## src/rtl/uart.sv

```systemverilog
// uart: memory-mapped 8N1 serial port (TX holding + shift register, RX one-byte buffer with status flags).
// Latency: DATA write -> txd falls one cycle later when idle; rx_valid rises ~DIV/2 + 9*DIV + 2 cycles after the start edge.
// Backpressure: a DATA write while tx_ready=0 is dropped; a good RX byte arriving while rx_valid=1 is dropped and flags overrun.
//
// Ports:
//   clk        system clock (single domain)
//   rst        asynchronous active-low reset
//   addr       register select: 00 DATA, 01 STATUS, 10 CTRL, 11 DIVISOR
//   we         one-cycle write strobe
//   DEV_WD     write data
//   DEVUart_RD combinational read data for the selected register
//   IRQ        level interrupt: (tx_irq_en & tx_ready) | (rx_irq_en & rx_valid)
//   rxd        asynchronous serial input, idles high
//   txd        registered serial output, idles high
module uart #(
  parameter int DIV_DEFAULT = 434
) (
  input  logic        clk,
  input  logic        rst,
  input  logic [3:2]  addr,
  input  logic        we,
  input  logic [31:0] DEV_WD,
  output logic [31:0] DEVUart_RD,
  output logic        IRQ,
  input  logic        rxd,
  output logic        txd
);

  typedef enum logic [1:0] {
    TX_IDLE  = 2'd0,
    TX_START = 2'd1,
    TX_DATA  = 2'd2,
    TX_STOP  = 2'd3
  } tx_state_t;

  typedef enum logic [1:0] {
    RX_IDLE  = 2'd0,
    RX_START = 2'd1,
    RX_DATA  = 2'd2,
    RX_STOP  = 2'd3
  } rx_state_t;

  localparam logic [15:0] DIV_RST = 16'(DIV_DEFAULT);

  // ---------------------------------------------------------------------------
  // Register decode
  // ---------------------------------------------------------------------------
  logic        wr_data, wr_stat, wr_ctrl, wr_div;
  logic [15:0] div_wr_val;
  logic        unused_wd;

  assign wr_data    = we && (addr == 2'b00);
  assign wr_stat    = we && (addr == 2'b01);
  assign wr_ctrl    = we && (addr == 2'b10);
  assign wr_div     = we && (addr == 2'b11);
  // Divisors below 4 would leave the RX half-bit wait at zero or one cycle.
  assign div_wr_val = (DEV_WD[15:0] < 16'd4) ? 16'd4 : DEV_WD[15:0];
  assign unused_wd  = ^DEV_WD[31:16];

  logic [15:0] div_reg;
  logic        tx_irq_en, rx_irq_en;

  always_ff @(posedge clk or negedge rst) begin
    if (!rst) begin
      div_reg   <= DIV_RST;
      tx_irq_en <= 1'b0;
      rx_irq_en <= 1'b0;
    end else begin
      if (wr_div) div_reg <= div_wr_val;
      if (wr_ctrl) begin
        tx_irq_en <= DEV_WD[0];
        rx_irq_en <= DEV_WD[1];
      end
    end
  end

  // ---------------------------------------------------------------------------
  // Transmitter
  // ---------------------------------------------------------------------------
  tx_state_t   tx_state, tx_state_nxt;
  logic [7:0]  tx_hold, tx_shift;
  logic        tx_full;
  logic [15:0] tx_cnt, tx_div;
  logic [2:0]  tx_bit;
  logic        tx_load, txd_nxt, tx_cnt_zero;
  logic        tx_ready, tx_idle;

  assign tx_cnt_zero = (tx_cnt == 16'd0);
  assign tx_ready    = !tx_full;
  assign tx_idle     = (tx_state == TX_IDLE) && tx_ready;

  always_comb begin
    tx_state_nxt = tx_state;
    tx_load      = 1'b0;
    txd_nxt      = txd;
    case (tx_state)
      TX_IDLE: begin
        if (tx_full) begin
          tx_state_nxt = TX_START;
          tx_load      = 1'b1;
          txd_nxt      = 1'b0;
        end
      end
      TX_START: begin
        if (tx_cnt_zero) begin
          tx_state_nxt = TX_DATA;
          txd_nxt      = tx_shift[0];
        end
      end
      TX_DATA: begin
        if (tx_cnt_zero) begin
          if (tx_bit == 3'd7) begin
            tx_state_nxt = TX_STOP;
            txd_nxt      = 1'b1;
          end else begin
            // Next bit is the one the shift below brings to position 0.
            txd_nxt = tx_shift[1];
          end
        end
      end
      TX_STOP: begin
        if (tx_cnt_zero) begin
          if (tx_full) begin
            tx_state_nxt = TX_START;
            tx_load      = 1'b1;
            txd_nxt      = 1'b0;
          end else begin
            tx_state_nxt = TX_IDLE;
          end
        end
      end
      default: tx_state_nxt = TX_IDLE;
    endcase
  end

  always_ff @(posedge clk or negedge rst) begin
    if (!rst) begin
      tx_state <= TX_IDLE;
      txd      <= 1'b1;
    end else begin
      tx_state <= tx_state_nxt;
      txd      <= txd_nxt;
    end
  end

  // Holding register: a write on the cycle it empties sees tx_full=1 and is dropped.
  always_ff @(posedge clk or negedge rst) begin
    if (!rst) begin
      tx_full <= 1'b0;
      tx_hold <= 8'd0;
    end else if (tx_load) begin
      tx_full <= 1'b0;
    end else if (wr_data && !tx_full) begin
      tx_full <= 1'b1;
      tx_hold <= DEV_WD[7:0];
    end
  end

  // The divisor is latched at frame start so mid-frame writes only affect later frames.
  always_ff @(posedge clk or negedge rst) begin
    if (!rst) begin
      tx_cnt   <= 16'd0;
      tx_div   <= DIV_RST;
      tx_shift <= 8'd0;
      tx_bit   <= 3'd0;
    end else if (tx_load) begin
      tx_cnt   <= div_reg - 16'd1;
      tx_div   <= div_reg;
      tx_shift <= tx_hold;
      tx_bit   <= 3'd0;
    end else if (tx_state != TX_IDLE) begin
      if (tx_cnt_zero) begin
        tx_cnt <= tx_div - 16'd1;
        if (tx_state == TX_DATA) begin
          tx_shift <= {1'b0, tx_shift[7:1]};
          tx_bit   <= tx_bit + 3'd1;
        end
      end else begin
        tx_cnt <= tx_cnt - 16'd1;
      end
    end
  end

  // ---------------------------------------------------------------------------
  // Receiver
  // ---------------------------------------------------------------------------
  logic        rx_meta, rx_sync;
  rx_state_t   rx_state, rx_state_nxt;
  logic [15:0] rx_cnt, rx_div;
  logic [2:0]  rx_bit;
  logic [7:0]  rx_shift, rx_data;
  logic        rx_arm, rx_cnt_zero;
  logic        rx_valid, overrun, frame_err;
  logic        stop_hit, rx_good, rx_bad, clr_valid, rx_store;

  // Synchroniser flops reset to the idle line level so reset never looks like a start bit.
  always_ff @(posedge clk or negedge rst) begin
    if (!rst) begin
      rx_meta <= 1'b1;
      rx_sync <= 1'b1;
    end else begin
      rx_meta <= rxd;
      rx_sync <= rx_meta;
    end
  end

  assign rx_cnt_zero = (rx_cnt == 16'd0);

  always_comb begin
    rx_state_nxt = rx_state;
    rx_arm       = 1'b0;
    case (rx_state)
      RX_IDLE: begin
        if (!rx_sync) begin
          rx_state_nxt = RX_START;
          rx_arm       = 1'b1;
        end
      end
      RX_START: begin
        // Mid-start-bit re-sample: still high means the low was a glitch.
        if (rx_cnt_zero) rx_state_nxt = rx_sync ? RX_IDLE : RX_DATA;
      end
      RX_DATA: begin
        if (rx_cnt_zero && (rx_bit == 3'd7)) rx_state_nxt = RX_STOP;
      end
      RX_STOP: begin
        if (rx_cnt_zero) rx_state_nxt = RX_IDLE;
      end
      default: rx_state_nxt = RX_IDLE;
    endcase
  end

  always_ff @(posedge clk or negedge rst) begin
    if (!rst) rx_state <= RX_IDLE;
    else      rx_state <= rx_state_nxt;
  end

  always_ff @(posedge clk or negedge rst) begin
    if (!rst) begin
      rx_cnt   <= 16'd0;
      rx_div   <= DIV_RST;
      rx_bit   <= 3'd0;
      rx_shift <= 8'd0;
    end else if (rx_arm) begin
      rx_div <= div_reg;
      rx_cnt <= (div_reg >> 1) - 16'd1;
      rx_bit <= 3'd0;
    end else if (rx_state != RX_IDLE) begin
      if (rx_cnt_zero) begin
        rx_cnt <= rx_div - 16'd1;
        if (rx_state == RX_DATA) begin
          rx_shift <= {rx_sync, rx_shift[7:1]};
          rx_bit   <= rx_bit + 3'd1;
        end
      end else begin
        rx_cnt <= rx_cnt - 16'd1;
      end
    end
  end

  assign stop_hit  = (rx_state == RX_STOP) && rx_cnt_zero;
  assign rx_good   = stop_hit && rx_sync;
  assign rx_bad    = stop_hit && !rx_sync;
  assign clr_valid = wr_stat && DEV_WD[2];
  // A clear landing with a fresh byte frees the buffer for that byte.
  assign rx_store  = rx_good && (!rx_valid || clr_valid);

  always_ff @(posedge clk or negedge rst) begin
    if (!rst) begin
      rx_data   <= 8'd0;
      rx_valid  <= 1'b0;
      overrun   <= 1'b0;
      frame_err <= 1'b0;
    end else begin
      if (rx_store) begin
        rx_data  <= rx_shift;
        rx_valid <= 1'b1;
      end else if (clr_valid) begin
        rx_valid <= 1'b0;
      end

      if (rx_good && !rx_store)           overrun <= 1'b1;
      else if (wr_stat && DEV_WD[3])      overrun <= 1'b0;

      if (rx_bad)                         frame_err <= 1'b1;
      else if (wr_stat && DEV_WD[4])      frame_err <= 1'b0;
    end
  end

  // ---------------------------------------------------------------------------
  // Read mux and interrupt
  // ---------------------------------------------------------------------------
  always_comb begin
    DEVUart_RD = 32'd0;
    case (addr)
      2'b00:   DEVUart_RD = {24'd0, rx_data};
      2'b01:   DEVUart_RD = {27'd0, frame_err, overrun, rx_valid, tx_idle, tx_ready};
      2'b10:   DEVUart_RD = {30'd0, rx_irq_en, tx_irq_en};
      default: DEVUart_RD = {16'd0, div_reg};
    endcase
  end

  assign IRQ = (tx_irq_en && tx_ready) || (rx_irq_en && rx_valid);

endmodule

```

## config.mk

```make
export PLATFORM = sky130hd
export DESIGN_NAME = uart
export DESIGN_NICKNAME = d
export VERILOG_FILES = /design/src/rtl/uart.sv
export SDC_FILE = /design/constraint.sdc
export NUM_CORES = 1
export LEC_CHECK = 0
export ABC_AREA = 1
export BUFFER_PORTS_ARGS = -buffer_cell sky130_fd_sc_hd__buf_2
export CAP_MARGIN = 20
export CORE_ASPECT_RATIO = 0.7
export CORE_MARGIN = 1.5
export CORE_UTILIZATION = 49
export DETAILED_ROUTE_END_ITERATION = 6
export PLACE_DENSITY = 0.68
export SLEW_MARGIN = 5
export SYNTH_ARGS = -nofsm -noshare
export SYNTH_HDL_FRONTEND = slang
export SYNTH_SLANG_ARGS = --single-unit
```

## constraint.sdc

```tcl
create_clock -name clk -period 6.3 [get_ports clk]
set_input_delay 0.315 -clock clk [delete_from_list [all_inputs] [get_ports clk]]
set_output_delay 0.315 -clock clk [all_outputs]
set_load 0.05 [all_outputs]
```

==> results.md <==
* Outcome: finished clean
* Tmin final at 3.57 ns
* Largest net degree at the start of global routing at 76
* Initial DRC count at 451
* Mean Syn Cell Area at 7.97 µm²
* CTS tree: built
* Core Rows at 37
* Worst setup SP type: flip-flop
* Num CTS Buffers at 17
* Via count at 6,022
* Static Leak at 4.06 nW
* Worst-path clk slew at 0.06 ns
* Drt pass-1 iters at 7
* Critical path capture point type: flip-flop
* Number of synthesized flops with an enable pin at 0
* DRC viols at 0
* Cell count after synthesis at 924
* Share of layout cells above drive strength 1 at 18.1%
* Register Area at 3300 µm²
* Synth cell count leaders: nand2_1 (237), dfrtp_1 (113), inv_1 (101)
* Critical Path, Cell by Cell: inv_1 > ha_1 > inv_1 > nand2_4 > inv_2 > nand2_1 > nand2_1 > inv_2 > ha_1 > nand3_1 > nor2_2 > nand3_2 > clkinv_2 > nand2_1 > nand2_1 > nand3_1 > nand2_1
* Asr flop ratio synth at 100%
* Sink Count at 131
* GRT Util Overall at 23.1%
* Pre-CTS setup slack at 2.83 ns
* PortBufs at 39
* #FFs+latches synth at 131
* Most frequent cell after synthesis: nand2_1
* Initial antenna violation count at 0
* Via density at 5.16
* Pwr dens at 333 nW/µm²
* Top_reg_cell synth: dfrtp_1
* Routed len/inst at 14.5 µm
* Area leader, netlist: dfrtp_1
* Setup_tns at 0 ns
* Crit Path Max Fanout at 32
* Fin util at 55.8%
* WP data required at 6.60 ns
* Relative slew slack at 37.5%
* CP top delay family: buffers and inverters
* Worst Path Arrival at 3.87 ns
* Number of global-route vias before repair at 5,642
* Synth warnings at 0
* Diodes inserted at 0
* Least-Margin Pin Slew at 0.937 ns
* Die X at 150 µm
* Slew Viols, Final at 0
* CP max-delay cell: inv_2
* Die height at 106 µm
* Final hold violation count at 0
* H-tree levels at 4
* Total wire length at 17,000 µm
* Io pins at 72
* Initial core utilization at 50.2%
* Fmax at 280 MHz
* Netlist Area Pre-Place at 7370 µm²
* Setup violators final at 0
* Grt total ovfl at 0
* Nets at 1,008
* Buf+Inv Stages, Crit Path at 5
* Worst skew pair latency at 0.41 ns
* Filler cells at 1,392
* VDD IR max at 0.167 mV
* Final Skew at 0.0105 ns
* Multi-input gate area at 3410 µm²
* Sequential area share after synthesis at 44.8%
* PnR worst setup slack at 2.73 ns
* Top-area cell type share of the netlist area at 38.4%
* Core area at 14,700 µm²
* HPWL after DPL at 12,000 µm
* CP most frequent cell: nand2_1
* Layout Area Growth over Synthesis at 11.1%
* Finished Cell Area at 8190 µm²
* Critical path class: reg -> reg
* Synth cell types at 50
* HP Class: in -> reg
* Routability cong. at 0.925
* Crit share post-route at 56.7%
* Post-CTS setup repair buffer count at 0
* Placed Area at 7620 µm²
* Die area at 15,800 µm²
* Largest cells by area after synthesis: dfrtp_1 (38%), nand2_1 (12%), dfstp_2 (6.4%)
* CTS max path bufs at 2
* Antenna viol nets, final at 0
* RSZ-0062 raised after global routing: no
* Post-layout power at 2.73 mW
* Root Buffer: clkbuf_16
* Worst path max stage delay at 0.54 ns
* Maximum Capacitance Violations at 0
* First-pass GRT wire length at 28,200 µm
[stage by stage]
step | instances | hold WS [ns]
after CTS | 1167 | 0.121
after global routing | 1167 | 0.145
final | 1167 | 0.133
after detailed placement | 1133 | 0.317
after floorplan | 939 | 0.0194
after global placement | 1133 | 0.320
[layout make-up]
| cell class | count | area share (%) |
|---|---|---|
| Tap cell | 195 | 2.98 |
| Clock inverter | 14 | 1.45 |
| Timing Repair Buffer | 44 | 2.98 |
| Inverter | 116 | 5.39 |
| Clock buffer | 18 | 5.24 |
| Sequential cell | 131 | 40.3 |
| Multi-Input combinational cell | 649 | 41.6 |
[placed cells by master (no fill, tap or decap), types with 6 or more instances in the layout]
cell and n:
nand2_1 237, dfrtp_1 113, inv_1 101, o21ai_0 88, nand3_1 73, nor2_1 70
buf_2 38, dfstp_2 18, clkbuf_16 17, nand3_2 16, o21ai_1 16, conb_1 16
nor2_2 15, inv_2 13, nand2_2 12, ha_1 11, o21bai_1 10, a21oi_1 10
nor2_4 10, inv_6 8, nand4_1 8, nand2_4 6
[layer usage]
layer,up-vias,part of all wire (%),global-route usage (%)
met5,-,0,0
met4,0,0.77,5.80
met3,8,6.8,5.24
met2,169,42,32.7
met1,2825,50,35.3
li1,3020,-,-
[final timing paths]
path | startpoint | endpoint | slack (ns) | depth (start not counted)
setup / recovery | tx_state[0]$_DFFE_PN0P_ | tx_cnt[10]$_DFFE_PN0P_ | 2.73 | 17
hold / removal | DEV_WD[15] | div_reg[15]$_DFFE_PN0P_ | 0.13 | 3
setup reg to reg | tx_state[0]$_DFFE_PN0P_ | tx_cnt[10]$_DFFE_PN0P_ | 2.73 | 17
hold reg to reg | rx_meta$_DFF_PN1_ | rx_sync$_DFF_PN1_ | 0.35 | 0
max in group asynchronous | rst | tx_shift[4]$_DFFE_PN0P_ | 4.54 | 3
min in group asynchronous | rst | tx_div[15]$_DFFE_PN0P_ | 0.43 | 2
[cell families after synthesis]
kind of cell | share of synthesized area (%)
AO/OA/AOI/OAI | 11.5
buffers and inverters | 9.70
adder cells (fa/ha/maj) | 1.87
multiplexers | 0.289
other | 0.0509
AND/OR/NAND/NOR | 31.3
XOR/XNOR | 0.476
flip-flops | 44.8
[repair_timing]
action | 4_1_cts | 5_1_grt
gates resized for setup | 0 | 0
endpoints found under the hold margin | 50 | 0
hold buffers | 2 | 0
[worst register-to-register path: cells and delay by family (launching register included)]
kind,cells,cell delay (ns)
DFF,1,0.40
adders and majority gates,2,0.50
buffers and inverters,5,1.29
and+or+nand+nor,10,1.28
[power by group]
part	internal, mW	leakage (nW)	switching [mW]	total (mW)
Clock	0.515	0.253	0.411	0.926
Combinational	0.240	2.27	0.500	0.740
Sequential	0.971	1.54	0.0900	1.06
Total	1.73	4.06	1.00	2.73
Note: power is estimated with default switching activity, not from simulation.
